===== config.mk =====
export PLATFORM = sky130hd
export DESIGN_NAME = tile_cl_write_sink_flat
export DESIGN_NICKNAME = d
export VERILOG_FILES = /design/src/rtl/tile_cl_pkg.sv /design/src/rtl/tile_cl_write_sink_if.sv /design/src/rtl/tile_cl_sink_ram.sv /design/src/rtl/tile_cl_write_sink.sv /design/src/flat_wrapper.sv
export SDC_FILE = /design/constraint.sdc
export NUM_CORES = 2
export LEC_CHECK = 0
export CAP_MARGIN = 20
export CORE_UTILIZATION = 45
export CTS_CLUSTER_DIAMETER = 40
export CTS_CLUSTER_SIZE = 20
export DETAILED_ROUTE_END_ITERATION = 8
export PLACE_DENSITY_LB_ADDON = 0.1
export SYNTH_ARGS = -nofsm -noshare
export SYNTH_HDL_FRONTEND = slang
export SYNTH_HIERARCHICAL = 1
export SYNTH_SLANG_ARGS = --single-unit

===== constraint.sdc =====
create_clock -name clk -period 61.8 [get_ports clk]
set_input_delay 12.36 -clock clk [delete_from_list [all_inputs] [get_ports clk]]
set_output_delay 12.36 -clock clk [all_outputs]
set_load 0.02 [all_outputs]

===== src/rtl/tile_cl_pkg.sv =====
// Cache-line constants and types shared by the tile mesh node and its local write sink.
// Size word layout: {shared, exclusive, phymsk}.
package tile_cl_pkg;
   localparam int ADDR_W      = 37;
   localparam int PMSK_W      = 36;
   localparam int DATA_W      = 528;
   localparam int SIZE_W      = PMSK_W + 2;
   localparam int SIZE_SHARED = PMSK_W + 1;
   localparam int SIZE_EXCL   = PMSK_W;

   // Buffer entry control fields; line data lives in a separate RAM.
   typedef struct packed {
      logic              vld;
      logic              expun;
      logic [ADDR_W-1:0] addr;
      logic [SIZE_W-1:0] size;
   } cl_entry_t;

   typedef enum logic [1:0] {
      S_IDLE = 2'd0,
      S_BEAT = 2'd1,
      S_INV  = 2'd2
   } sink_state_e;
endpackage


===== src/rtl/tile_cl_write_sink_if.sv =====
// Delivered-request stream, L2 bank write port and status for the tile write sink.
// Bank handshake: a beat transfers on a cycle with bank_valid & bank_ready; while bank_valid=1 and bank_ready=0 every bank_* signal holds. The request stream has no ready.
interface tile_cl_write_sink_if #(
   parameter int BEATS = 4
) ();
   import tile_cl_pkg::*;
   localparam int BEAT_W = DATA_W / BEATS;
   localparam int BIDX_W = (BEATS > 1) ? $clog2(BEATS) : 1;

   logic              in_valid;
   logic              in_expun;
   logic [DATA_W-1:0] in_data;
   logic [ADDR_W-1:0] in_addr;
   logic [SIZE_W-1:0] in_size;
   logic              almost_full;
   logic              bank_valid;
   logic              bank_ready;
   logic [ADDR_W-1:0] bank_addr;
   logic [BIDX_W-1:0] bank_beat;
   logic [BEAT_W-1:0] bank_data;
   logic              bank_last;
   logic              bank_inv;
   logic              bank_shared;
   logic              bank_excl;
   logic [PMSK_W-1:0] bank_phymsk;
   logic              overflow;
   logic [7:0]        drop_cnt;

   modport master (
      output in_valid, in_expun, in_data, in_addr, in_size, bank_ready,
      input  almost_full, bank_valid, bank_addr, bank_beat, bank_data, bank_last,
             bank_inv, bank_shared, bank_excl, bank_phymsk, overflow, drop_cnt
   );

   modport slave (
      input  in_valid, in_expun, in_data, in_addr, in_size, bank_ready,
      output almost_full, bank_valid, bank_addr, bank_beat, bank_data, bank_last,
             bank_inv, bank_shared, bank_excl, bank_phymsk, overflow, drop_cnt
   );
endinterface


===== src/rtl/tile_cl_sink_ram.sv =====
// Line-data storage for the write sink: one write port, one asynchronous read port
// that returns the selected beat slice of the addressed line.
module tile_cl_sink_ram
   import tile_cl_pkg::*;
#(
   parameter int DEPTH  = 4,
   parameter int BEATS  = 4,
   parameter int PTR_W  = $clog2(DEPTH),
   parameter int BIDX_W = (BEATS > 1) ? $clog2(BEATS) : 1,
   parameter int BEAT_W = DATA_W / BEATS
) (
   input  logic              clk,
   input  logic              i_we,
   input  logic [PTR_W-1:0]  i_waddr,
   input  logic [DATA_W-1:0] i_wdata,
   input  logic [PTR_W-1:0]  i_raddr,
   input  logic [BIDX_W-1:0] i_rbeat,
   output logic [BEAT_W-1:0] o_rdata
);
   logic [DATA_W-1:0] r_mem [DEPTH];

   always_ff @(posedge clk) begin
      if (i_we) r_mem[i_waddr] <= i_wdata;
   end

   assign o_rdata = r_mem[i_raddr][int'(i_rbeat)*BEAT_W +: BEAT_W];
endmodule


===== src/rtl/tile_cl_write_sink.sv =====
// Tile-local sink for delivered cache-line requests: captures without backpressure into a
// coalescing circular buffer and drains each entry to the L2 bank as data beats or one invalidate.
module tile_cl_write_sink
   import tile_cl_pkg::*;
#(
   parameter int DEPTH = 4,
   parameter int BEATS = 4
) (
   input  logic                 clk,
   input  logic                 rst,
   tile_cl_write_sink_if.slave  io,
   output sink_state_e          o_dbg_state
);
   localparam int PTR_W  = $clog2(DEPTH);
   localparam int CNT_W  = $clog2(DEPTH + 1);
   localparam int BIDX_W = (BEATS > 1) ? $clog2(BEATS) : 1;
   localparam int BEAT_W = DATA_W / BEATS;
   localparam logic [BIDX_W-1:0] LAST_BEAT = BIDX_W'(BEATS - 1);

   cl_entry_t         r_ent [DEPTH];
   logic [PTR_W-1:0]  r_wr_ptr, r_rd_ptr;
   logic [CNT_W-1:0]  r_count;
   logic [BIDX_W-1:0] r_beat;
   sink_state_e       r_state;
   logic              r_afull, r_ovf;
   logic [7:0]        r_drop;

   sink_state_e       w_state_nxt;
   logic [BIDX_W-1:0] w_beat_nxt;
   logic              w_draining, w_deq, w_hit, w_coal, w_full, w_alloc, w_drop;
   logic              w_take_next, w_nxt_vld, w_nxt_exp;
   logic [PTR_W-1:0]  w_hit_idx, w_rd_nxt;
   logic [CNT_W-1:0]  w_count_nxt;
   logic [BEAT_W-1:0] w_rdata;

   // The head entry is draining whenever the FSM is out of IDLE.
   assign w_draining = (r_state != S_IDLE);
   assign w_deq      = w_draining && io.bank_ready && ((r_state == S_INV) || (r_beat == LAST_BEAT));

   // Coalescing CAM: pending, non-draining data entries with the same line address.
   always_comb begin
      w_hit     = 1'b0;
      w_hit_idx = '0;
      for (int i = 0; i < DEPTH; i++) begin
         if (r_ent[i].vld && !r_ent[i].expun && (r_ent[i].addr == io.in_addr) &&
             !(w_draining && (PTR_W'(i) == r_rd_ptr))) begin
            w_hit     = 1'b1;
            w_hit_idx = PTR_W'(i);
         end
      end
   end

   // A buffer that frees its head this cycle can accept a new request into that slot.
   assign w_coal      = io.in_valid && !io.in_expun && w_hit;
   assign w_full      = ((r_count - CNT_W'(w_deq)) == CNT_W'(DEPTH));
   assign w_alloc     = io.in_valid && !w_coal && !w_full;
   assign w_drop      = io.in_valid && !w_coal && w_full;
   assign w_count_nxt = r_count + CNT_W'(w_alloc) - CNT_W'(w_deq);
   assign w_rd_nxt    = w_deq ? r_rd_ptr + PTR_W'(1) : r_rd_ptr;

   // Head after this cycle, including a request being allocated straight into it.
   assign w_nxt_vld = r_ent[w_rd_nxt].vld || (w_alloc && (r_wr_ptr == w_rd_nxt));
   assign w_nxt_exp = (w_alloc && (r_wr_ptr == w_rd_nxt)) ? io.in_expun : r_ent[w_rd_nxt].expun;

   always_comb begin
      w_state_nxt = r_state;
      w_beat_nxt  = r_beat;
      w_take_next = 1'b0;
      case (r_state)
         S_IDLE: w_take_next = 1'b1;
         S_BEAT: begin
            if (io.bank_ready) begin
               if (r_beat == LAST_BEAT) w_take_next = 1'b1;
               else                     w_beat_nxt  = r_beat + BIDX_W'(1);
            end
         end
         S_INV:   if (io.bank_ready) w_take_next = 1'b1;
         default: w_state_nxt = S_IDLE;
      endcase
      if (w_take_next) begin
         w_beat_nxt  = '0;
         w_state_nxt = !w_nxt_vld ? S_IDLE : (w_nxt_exp ? S_INV : S_BEAT);
      end
   end

   always_ff @(posedge clk) begin
      if (rst) begin
         for (int i = 0; i < DEPTH; i++) r_ent[i] <= '0;
         r_wr_ptr <= '0;
         r_rd_ptr <= '0;
         r_count  <= '0;
         r_beat   <= '0;
         r_state  <= S_IDLE;
         r_afull  <= 1'b0;
         r_ovf    <= 1'b0;
         r_drop   <= '0;
      end else begin
         if (w_deq) r_ent[r_rd_ptr].vld <= 1'b0;
         if (w_coal) r_ent[w_hit_idx].size <= r_ent[w_hit_idx].size | io.in_size;
         // Allocation comes last so a full-buffer refill of the freed slot wins.
         if (w_alloc) begin
            r_ent[r_wr_ptr] <= '{vld: 1'b1, expun: io.in_expun, addr: io.in_addr, size: io.in_size};
            r_wr_ptr        <= r_wr_ptr + PTR_W'(1);
         end
         if (w_drop) begin
            r_ovf <= 1'b1;
            if (r_drop != 8'hFF) r_drop <= r_drop + 8'd1;
         end
         r_rd_ptr <= w_rd_nxt;
         r_count  <= w_count_nxt;
         r_afull  <= (w_count_nxt >= CNT_W'(DEPTH - 1));
         r_state  <= w_state_nxt;
         r_beat   <= w_beat_nxt;
      end
   end

   tile_cl_sink_ram #(.DEPTH(DEPTH), .BEATS(BEATS)) u_ram (
      .clk     (clk),
      .i_we    (w_coal || w_alloc),
      .i_waddr (w_coal ? w_hit_idx : r_wr_ptr),
      .i_wdata (io.in_data),
      .i_raddr (r_rd_ptr),
      .i_rbeat (r_beat),
      .o_rdata (w_rdata)
   );

   assign io.bank_valid  = w_draining;
   assign io.bank_addr   = r_ent[r_rd_ptr].addr;
   assign io.bank_beat   = r_beat;
   assign io.bank_data   = w_rdata;
   assign io.bank_last   = (r_state == S_INV) || ((r_state == S_BEAT) && (r_beat == LAST_BEAT));
   assign io.bank_inv    = (r_state == S_INV);
   assign io.bank_shared = r_ent[r_rd_ptr].size[SIZE_SHARED];
   assign io.bank_excl   = r_ent[r_rd_ptr].size[SIZE_EXCL];
   assign io.bank_phymsk = r_ent[r_rd_ptr].size[PMSK_W-1:0];
   assign io.almost_full = r_afull;
   assign io.overflow    = r_ovf;
   assign io.drop_cnt    = r_drop;
   assign o_dbg_state    = r_state;
endmodule


===== src/flat_wrapper.sv =====
// flat-port wrapper written by rule: the top's interface ports become plain ports
module tile_cl_write_sink_flat import tile_cl_pkg::*;
#(
   parameter int DEPTH = 4,
   parameter int BEATS = 4
)
  (clk, rst, o_dbg_state, io_in_valid, io_in_expun, io_in_data, io_in_addr, io_in_size, io_bank_ready, io_almost_full, io_bank_valid, io_bank_addr, io_bank_beat, io_bank_data, io_bank_last, io_bank_inv, io_bank_shared, io_bank_excl, io_bank_phymsk, io_overflow, io_drop_cnt);
  tile_cl_write_sink_if #(.BEATS(BEATS)) io_i ();
  input  logic clk;
  input  logic rst;
  output sink_state_e o_dbg_state;
  input wire logic [$bits(io_i.in_valid)-1:0] io_in_valid;
  input wire logic [$bits(io_i.in_expun)-1:0] io_in_expun;
  input wire logic [$bits(io_i.in_data)-1:0] io_in_data;
  input wire logic [$bits(io_i.in_addr)-1:0] io_in_addr;
  input wire logic [$bits(io_i.in_size)-1:0] io_in_size;
  input wire logic [$bits(io_i.bank_ready)-1:0] io_bank_ready;
  output wire logic [$bits(io_i.almost_full)-1:0] io_almost_full;
  output wire logic [$bits(io_i.bank_valid)-1:0] io_bank_valid;
  output wire logic [$bits(io_i.bank_addr)-1:0] io_bank_addr;
  output wire logic [$bits(io_i.bank_beat)-1:0] io_bank_beat;
  output wire logic [$bits(io_i.bank_data)-1:0] io_bank_data;
  output wire logic [$bits(io_i.bank_last)-1:0] io_bank_last;
  output wire logic [$bits(io_i.bank_inv)-1:0] io_bank_inv;
  output wire logic [$bits(io_i.bank_shared)-1:0] io_bank_shared;
  output wire logic [$bits(io_i.bank_excl)-1:0] io_bank_excl;
  output wire logic [$bits(io_i.bank_phymsk)-1:0] io_bank_phymsk;
  output wire logic [$bits(io_i.overflow)-1:0] io_overflow;
  output wire logic [$bits(io_i.drop_cnt)-1:0] io_drop_cnt;
  assign io_i.in_valid = io_in_valid;
  assign io_i.in_expun = io_in_expun;
  assign io_i.in_data = io_in_data;
  assign io_i.in_addr = io_in_addr;
  assign io_i.in_size = io_in_size;
  assign io_i.bank_ready = io_bank_ready;
  assign io_almost_full = io_i.almost_full;
  assign io_bank_valid = io_i.bank_valid;
  assign io_bank_addr = io_i.bank_addr;
  assign io_bank_beat = io_i.bank_beat;
  assign io_bank_data = io_i.bank_data;
  assign io_bank_last = io_i.bank_last;
  assign io_bank_inv = io_i.bank_inv;
  assign io_bank_shared = io_i.bank_shared;
  assign io_bank_excl = io_i.bank_excl;
  assign io_bank_phymsk = io_i.bank_phymsk;
  assign io_overflow = io_i.overflow;
  assign io_drop_cnt = io_i.drop_cnt;
  tile_cl_write_sink #(.DEPTH(DEPTH), .BEATS(BEATS)) u_core (.clk(clk), .rst(rst), .io(io_i), .o_dbg_state(o_dbg_state));
endmodule

==> implementation parameters <==
Parameter                              Value

Placement
  Buffers on Ports    831
  Routability-driven placement congestion ratio    slightly above 0.9
  HPWL Detailed    around 170000 um

Timing
  Slew of the pin with the lowest slew margin    1160 ps
  Highest clock frequency the design can meet    ~50 MHz
  Number of endpoints failing setup at the final stage    0
  Headroom to the max-slew limit    0.225
  Period utilization    0.315
  Setup tns final    0 ps
  Fin. Hold Viols    0
  Minimum period implied by the final worst setup slack    roughly 20000 ps
  Pins Over Slew Limit    0
  Final Skew    about 77 ps
  Setup repair after global routing missed its margin    no

Drt
  Count of unresolved DRC violations after routing    0
  Avg WL per Cell    29.4 um
  Vias per cell    around 5.7
  Detailed router's first-iteration violation count    between 4000 and 5000
  Total number of vias    between 50000 and 60000
  Remaining number of nets flagged by the antenna check after routing    0
  Post-Route WL    between 200000 and 300000 um
  TritonRoute pass-1 iters    7

Logic synthesis
  Mapped cell area    approximately 98000 um2
  Number of flops mapped to enable cells by yosys    roughly 2400
  Number of different library cells in the post-synthesis netlist    between 70 and 80
  Synthesized flop and latch total    about 2400
  Yosys warnings    6
  Total nets after synthesis    5492
  Sequential-to-total area share from yosys stat    0.746
  Share of synthesized flip-flops with an asynchronous set or reset    0
  Post-synthesis cell count    a little under 5000
  Top FF cell, synth    sky130_fd_sc_hd__edfxtp_1
  Average cell area after synthesis    20.1 um2

Clock tree
  Root Buffer Master    sky130_fd_sc_hd__clkbuf_16
  Clock transition at the register clock pins on the worst setup and hold paths after CTS    about 50 ps
  Total clock sinks    about 2400
  Post-CTS Hold Buffers    0
  TritonCTS clock tree    done
  Total clock buffers created by CTS    approximately 380
  Source-to-sink clock delay at the later pin of the worst-skew pair    950 ps
  # Post-CTS Setup Buffers    0
  Max clock buf depth    4
  Number of levels in the clock H-tree    5
  CTS resizes    0

Setup path
  Type of element launching the critical path    input port
  Slowest library cell on the worst path    sky130_fd_sc_hd__buf_4
  Worst-path cell chain    clkdlybuf4s50_1 -> xnor2_1 -> nand3_1 -> nor4_1 -> and4_1 -> buf_4 -> o41ai_1 -> nand2_1 -> and3_4 -> buf_4 -> buf_4 -> buf_4 -> buf_4
  Required @ worst endpoint    62300 ps
  Arrival time worst endpoint    approximately 20000 ps
  Category of the most critical setup path    input port to register
  Critical R2R Capture    u_core/u_ram/r_mem[3][3]
  Worst R2R Setup Slack    about 53000 ps
  Critical register-to-register path startpoint    u_core/r_rd_ptr[0]
  Library cell appearing most often on the critical path    sky130_fd_sc_hd__buf_4
  Max Fanout on Critical Path    59
  Critical path's top delay family    buffers and inverters
  Number of cell instances on the worst register-to-register path    14
  Crit end category    register
  CP peak stage delay    between 800 and 900 ps
  Critical path buffer and inverter count    6

Finish
  End-of-flow core utilization    0.568
  Area overhead of the layout relative to synthesis    24.8%
  Sequential Area    73100 um2
  Combined area of the multi-input logic cells    23300 um2
  Final nets    6493
  Number of filler instances in the final layout    approximately 16000
  Layout cells sized above 1    0.235

Floorplan
  Std-Cell Core Area    215000 um2
  Number of I/O pins    832
  Area enclosed by the die boundary    ~220000 um2
  Starting density of the core    0.455
  Height of the chip    between 400 and 500 um
  Chip Width    about 470 um
  FP Rows    170

Global route
  Global-route wire length before repair    381000 um
  Via count of the first global-routing pass    around 54000
  Antenna violations before repair    161
  Total track usage    0.241
  Largest net degree at the start of global routing    roughly 130
  Remaining global-route overflow    0

Power and ir drop
  Pwr per Cell Area    between 40 and 50 nW/um2
  Worst vdd rail ir drop    between 0.04 and 0.05 mV
  LEAKAGE    approximately 40 nW

Flow run
  Number of maximum-capacitance constraint violations    0

Outcome
  Run status    completed

Min path
  Worst Hold Class    register to register
  WHS Endpoint    u_core/io.drop_cnt[4]
  Hold path depth    2
  Min-delay src    u_core/io.drop_cnt[4]
## per-stage QoR
stage | instances | power, W | hold WS, ps | setup slack (ps) | area (um2)
after floorplan | 4874 | 0.00276 | 564 | 7410 | 97900
after global placement | 8327 | 0.00292 | 505 | 41520 | 109000
after detailed placement | 8327 | 0.00293 | 517 | 41480 | 109000
after CTS | 9014 | 0.00509 | 525 | 42430 | 122000
after global routing | 9045 | 0.00521 | 554 | 42190 | 122000
final | 9068 | 0.00503 | 521 | 42350 | 122000
## cell type report
type,instances,area share
Inverter,20,0.000614
Sequential cell,2441,0.598
Timing Repair Buffer,925,0.0746
Antenna cell,54,0.00111
Clock inverter,275,0.0262
Multi-Input combinational cell,2103,0.191
Tap cell,2838,0.0290
Clock buffer,412,0.0799
## logic make-up (layout without fill, tap and decap cells)
group / after synthesis / in the layout / share of synthesized area
other cells: 0 / 54 / 0
xor+xnor: 144 / 144 / 0.0135
fa+ha+maj: 10 / 10 / 0.00135
simple gates: 741 / 741 / 0.0405
compound gates: 487 / 487 / 0.0352
mux: 721 / 721 / 0.146
flops: 2441 / 2441 / 0.746
buf+inv: 330 / 1632 / 0.0168
## state kept, by name, indices dropped and copies added, names as in the netlist
name	count
u_core/r_ent	308
u_core/o_dbg_state	2
u_core/io.drop_cnt	8
u_core/io.overflow	1
u_core/io.bank_beat	2
u_core/r_rd_ptr	2
u_core/io.almost_full	1
u_core/r_wr_ptr	2
u_core/r_count	3
u_core/u_ram/r_mem	2112
## cell usage in the layout, fill, tap and decap left out, types with 45 or more instances in the layout
cell	n
sky130_fd_sc_hd__a22oi_1	211
sky130_fd_sc_hd__edfxtp_1	2420
sky130_fd_sc_hd__clkdlybuf4s50_1	830
sky130_fd_sc_hd__bufinv_16	47
sky130_fd_sc_hd__inv_6	52
sky130_fd_sc_hd__nand2_1	117
sky130_fd_sc_hd__diode_2	54
sky130_fd_sc_hd__xnor2_1	130
sky130_fd_sc_hd__mux2_2	85
sky130_fd_sc_hd__a21oi_1	45
sky130_fd_sc_hd__nand4_1	63
sky130_fd_sc_hd__buf_4	86
sky130_fd_sc_hd__and2_1	148
sky130_fd_sc_hd__o21ai_0	70
sky130_fd_sc_hd__nor2_1	179
sky130_fd_sc_hd__clkbuf_16	386
sky130_fd_sc_hd__nand2b_1	45
sky130_fd_sc_hd__clkinvlp_4	47
sky130_fd_sc_hd__clkinv_4	47
sky130_fd_sc_hd__nor2b_1	49
sky130_fd_sc_hd__mux2i_1	75
sky130_fd_sc_hd__mux4_2	561
## power by group
group	total [W]	switching [W]	internal, W
combinational	0.000785	0.000445	0.000340
clock	0.00215	0.000788	0.00136
sequential	0.00210	0.0000607	0.00204
total	0.00503	0.00129	0.00374
## synthesized netlist by cell type, types with 5 or more instances
cell                       instances  area, um2
sky130_fd_sc_hd__mux2_2           85        957
sky130_fd_sc_hd__mux4_2          561      12600
sky130_fd_sc_hd__ha_1              9        113
sky130_fd_sc_hd__edfxtp_1       2420      72700
sky130_fd_sc_hd__a21o_1           40        300
sky130_fd_sc_hd__a221oi_1         15        131
sky130_fd_sc_hd__or2_2             6       37.5
sky130_fd_sc_hd__buf_2            91        455
sky130_fd_sc_hd__nor4_1           22        138
sky130_fd_sc_hd__or4_1            43        323
sky130_fd_sc_hd__buf_6             9        101
sky130_fd_sc_hd__buf_1            18       67.6
sky130_fd_sc_hd__a31o_2            5       43.8
sky130_fd_sc_hd__nand2b_1         46        288
sky130_fd_sc_hd__inv_1            19       71.3
sky130_fd_sc_hd__o21ai_0          70        350
sky130_fd_sc_hd__buf_4            48        360
sky130_fd_sc_hd__nand3_1          19       95.1
sky130_fd_sc_hd__o221ai_1         32        280
sky130_fd_sc_hd__o21ai_1          18       90.1
sky130_fd_sc_hd__or3_1             5       31.3
sky130_fd_sc_hd__nand4_1          63        394
sky130_fd_sc_hd__xnor2_1         130       1140
sky130_fd_sc_hd__nor3_1            8       40.0
sky130_fd_sc_hd__nor2b_1          53        332
sky130_fd_sc_hd__and2_1          150        938
sky130_fd_sc_hd__o21ai_2          21        184
sky130_fd_sc_hd__mux2i_1          75        751
sky130_fd_sc_hd__o22a_1            9       78.8
sky130_fd_sc_hd__dfxtp_1          21        420
sky130_fd_sc_hd__a22oi_1         211       1580
sky130_fd_sc_hd__and4_1            5       43.8
sky130_fd_sc_hd__nor2_1          183        687
sky130_fd_sc_hd__a21oi_1          45        225
sky130_fd_sc_hd__xor2_1            6       52.6
sky130_fd_sc_hd__nand2_1         117        439
sky130_fd_sc_hd__xnor2_2           8        130
sky130_fd_sc_hd__clkbuf_1        140        526
## tightest hold or removal path: stages, from the launching register on
cell and delay, ps:
sky130_fd_sc_hd__dfxtp_1 330, sky130_fd_sc_hd__o21ai_0 80, sky130_fd_sc_hd__a21oi_1 60
## metal layers
layer / up-vias / track usage / routed length (um)
met5: - / 0 / 918
met2: 1924 / 0.385 / 129000
met1: 27068 / 0.305 / 104000
met4: 146 / 0.0874 / 8900
li1: 22321 / - / -
met3: 646 / 0.0831 / 23300
## worst max path at each step
stage               slack (ps)           start                    endpoint  cells past startpoint
floorplan                 7410  io_in_addr[12]    u_core/u_ram/r_mem[0][0]                      9
global placement         41520  io_in_addr[12]  u_core/u_ram/r_mem[3][134]                     13
detailed placement       41480  io_in_addr[12]  u_core/u_ram/r_mem[3][134]                     13
CTS                      42430  io_in_addr[12]    u_core/u_ram/r_mem[3][3]                     13
global route             42190   io_in_addr[7]    u_core/u_ram/r_mem[3][3]                     13
finish                   42350  io_in_addr[12]    u_core/u_ram/r_mem[3][3]                     13
(Power assumes the default switching activity.)
==> patch (same settings) <==
Register the output `o_dbg_state` once more, without a reset; this adds one clock of latency there. The other outputs are not delayed to match.
--- a/src/rtl/tile_cl_write_sink.sv
+++ b/src/rtl/tile_cl_write_sink.sv
@@ -138,3 +138,5 @@
    assign io.drop_cnt    = r_drop;
-   assign o_dbg_state    = r_state;
+   always_ff @(posedge clk) begin
+      o_dbg_state <= r_state;
+   end
 endmodule
Function: not settled (the Yosys comparison gave no result); the edit may change what the design does.
==> patch against the unedited design <==
Cell count decreased by 2.0%; power is 2.0% lower; combinational power up 2%; register-to-register slack got worse by 0.02 ns; global-route usage is 0.97 points lower; sequential cell count is 2 higher; area after synthesis decreased by 0.86%; synthesized cell count is 2.5% lower; worst setup slack worse by 0.068 ns; cell area fell by 1.4%; clock skew is 0.0050 ns higher; wire length down 4.7%; utilization is 0.57 points lower; critical endpoint is now u_core/u_ram/r_mem[3][63]; largest power group is now sequential cells.
==> patch: results (changes against the unedited design) <==
[global_routing]
antenna_found_initial = 149  ; was 161
met3_usage_pct = 7.66  ; was 8.31%
met2_usage_pct = 37.3  ; was 38.5%
grt_pass1_vias = 52100  ; was 54000
grt_max_degree = 144  ; was 131
grtUsageTotal_pct = 23.1  ; was 24.1%
grt_pass1_wl_mm = 364  ; was 381 mm
grtUsageMet1_pct = 29.2  ; was 30.5%

[run_status]
status = complete, no violations  ; unchanged

[pwr]
ir_drop_mv = 0.0271  ; was 0.0458 mV
combPwrFrac_pct = 16.3  ; was 15.6%
clock_net_power_uw = 2020  ; was 2150 uW
power.density_nw_per_um2 = 40.9  ; was 41.1 nW/um^2
leakagePower_uw = 0.0387  ; was 0.0395 uW
sw_frac_of_total_pct = 25.9  ; was 25.7%

[logic_synthesis]
synth_nets = 5368  ; was 5492
synth_area_leaders = edfxtp_1 (75%), mux4_2 (13%), a22oi_1 (1.6%)  ; was edfxtp_1 (74%), mux4_2 (13%), a22oi_1 (1.6%)
synthMuxAreaShare_pct = 14.7  ; was 14.6%
synth_warnings = 6  ; unchanged
synth_compound_area_share_pct = 3.49  ; was 3.52%
yosys-top-cells-count = edfxtp_1 (2420), mux4_2 (560), a22oi_1 (211)  ; was edfxtp_1 (2420), mux4_2 (561), a22oi_1 (211)
yosysUniqueCellTypes = 63  ; was 71
yosys.area_share.adder_pct = 0.137  ; was 0.135%
ys_seq_area_share_pct = 75.3  ; was 74.6%
synth-xor-area-share_pct = 1.47  ; was 1.35%
syn-cell-area_um2 = 97100  ; was 97900 um^2

[min_path]
min_path_cells = 0  ; was 2
worstHoldEndpoint = u_core/o_dbg_state[0]  ; was u_core/io.drop_cnt[4]
hold_start = u_core/r_state[0]  ; was u_core/io.drop_cnt[4]

[timing]
relSlewSlack_pct = 26.9  ; was 22.5%
clock_skew_ns = 0.0816  ; was 0.0765 ns

[cts]
cts_buffers = 363  ; was 384
postCtsSetupBuffers = 0  ; unchanged
clk_pin_slew_ns = 0.06
clk_path_buf_depth = 4  ; unchanged
cts_resized = 0  ; unchanged

[place]
placed_area_um2 = 108000  ; was 109000 um^2
io_buffers = 831  ; unchanged
gp_congestion = 0.878  ; was 0.936
dp_hpwl_mm = 155  ; was 165 mm

[critical_path]
reg2reg_slack_ns = 52.75  ; was 52.77 ns
max_stage_delay_ns = 1.18  ; was 0.86 ns
cp_slowest_cell = or4_2  ; was buf_4
arrival_ns = 20.02  ; was 19.95 ns
critPathMaxFanout = 61  ; was 59
crit_start = io_in_addr[35]  ; was io_in_addr[12]
cp-endpoint = u_core/u_ram/r_mem[3][63]  ; was u_core/u_ram/r_mem[3][3]

[drt]
drt_iter0_drc = 4160  ; was 4119
wl_per_cell_um = 28.6  ; was 29.4 um
dr_wl_met3_mm = 20.9  ; was 23.3 mm
wl_met2_mm = 125  ; was 129 mm
first_pass_iters = 6  ; was 7
wl_met1_mm = 99.8  ; was 104 mm
routed.top_layer = met5  ; unchanged
vias = 50300  ; was 52100

[finish]
nets = 6346  ; was 6493
largest_reg_flops = 2112  ; unchanged
fill_cells = 16200  ; was 16300
drive_above_1_share_pct = 22.8  ; was 23.5%

-- patch: cell count changes after synthesis, moves of 14 or more --
cell,change
buf_2,-17
nand2b_1,-23
nand4_1,-33
nor2b_1,-14
o21ai_1,-18
o21ai_2,-21
o22ai_1,+41
or4_1,-41
xnor2_1,-39
xor2_1,+53
-- patch: per-stage QoR --
step	worst slack (ns)	hold WS [ns]	util (%)	std cells
after global placement	41.31	0.421	50.5	8200
after global routing	41.91	0.452	56.2	8878
after floorplan	7.02	0.388	-	4750
after CTS	42.26	0.431	56.1	8850
final	42.29	0.440	56.2	8885
after detailed placement	41.26	0.426	50.5	8200
-- patch: final cells by class --
class	count	area [um^2]	share of cell area, %
diodes	34	85.1	0.0706
clock buffers	396	9310	7.72
clock inverters	254	2790	2.32
inverters	13	48.8	0.0405
multi-input cells	1990	22500	18.7
flip-flops and latches	2443	73100	60.7
well taps	2838	3550	2.95
repair buffers	917	9120	7.57
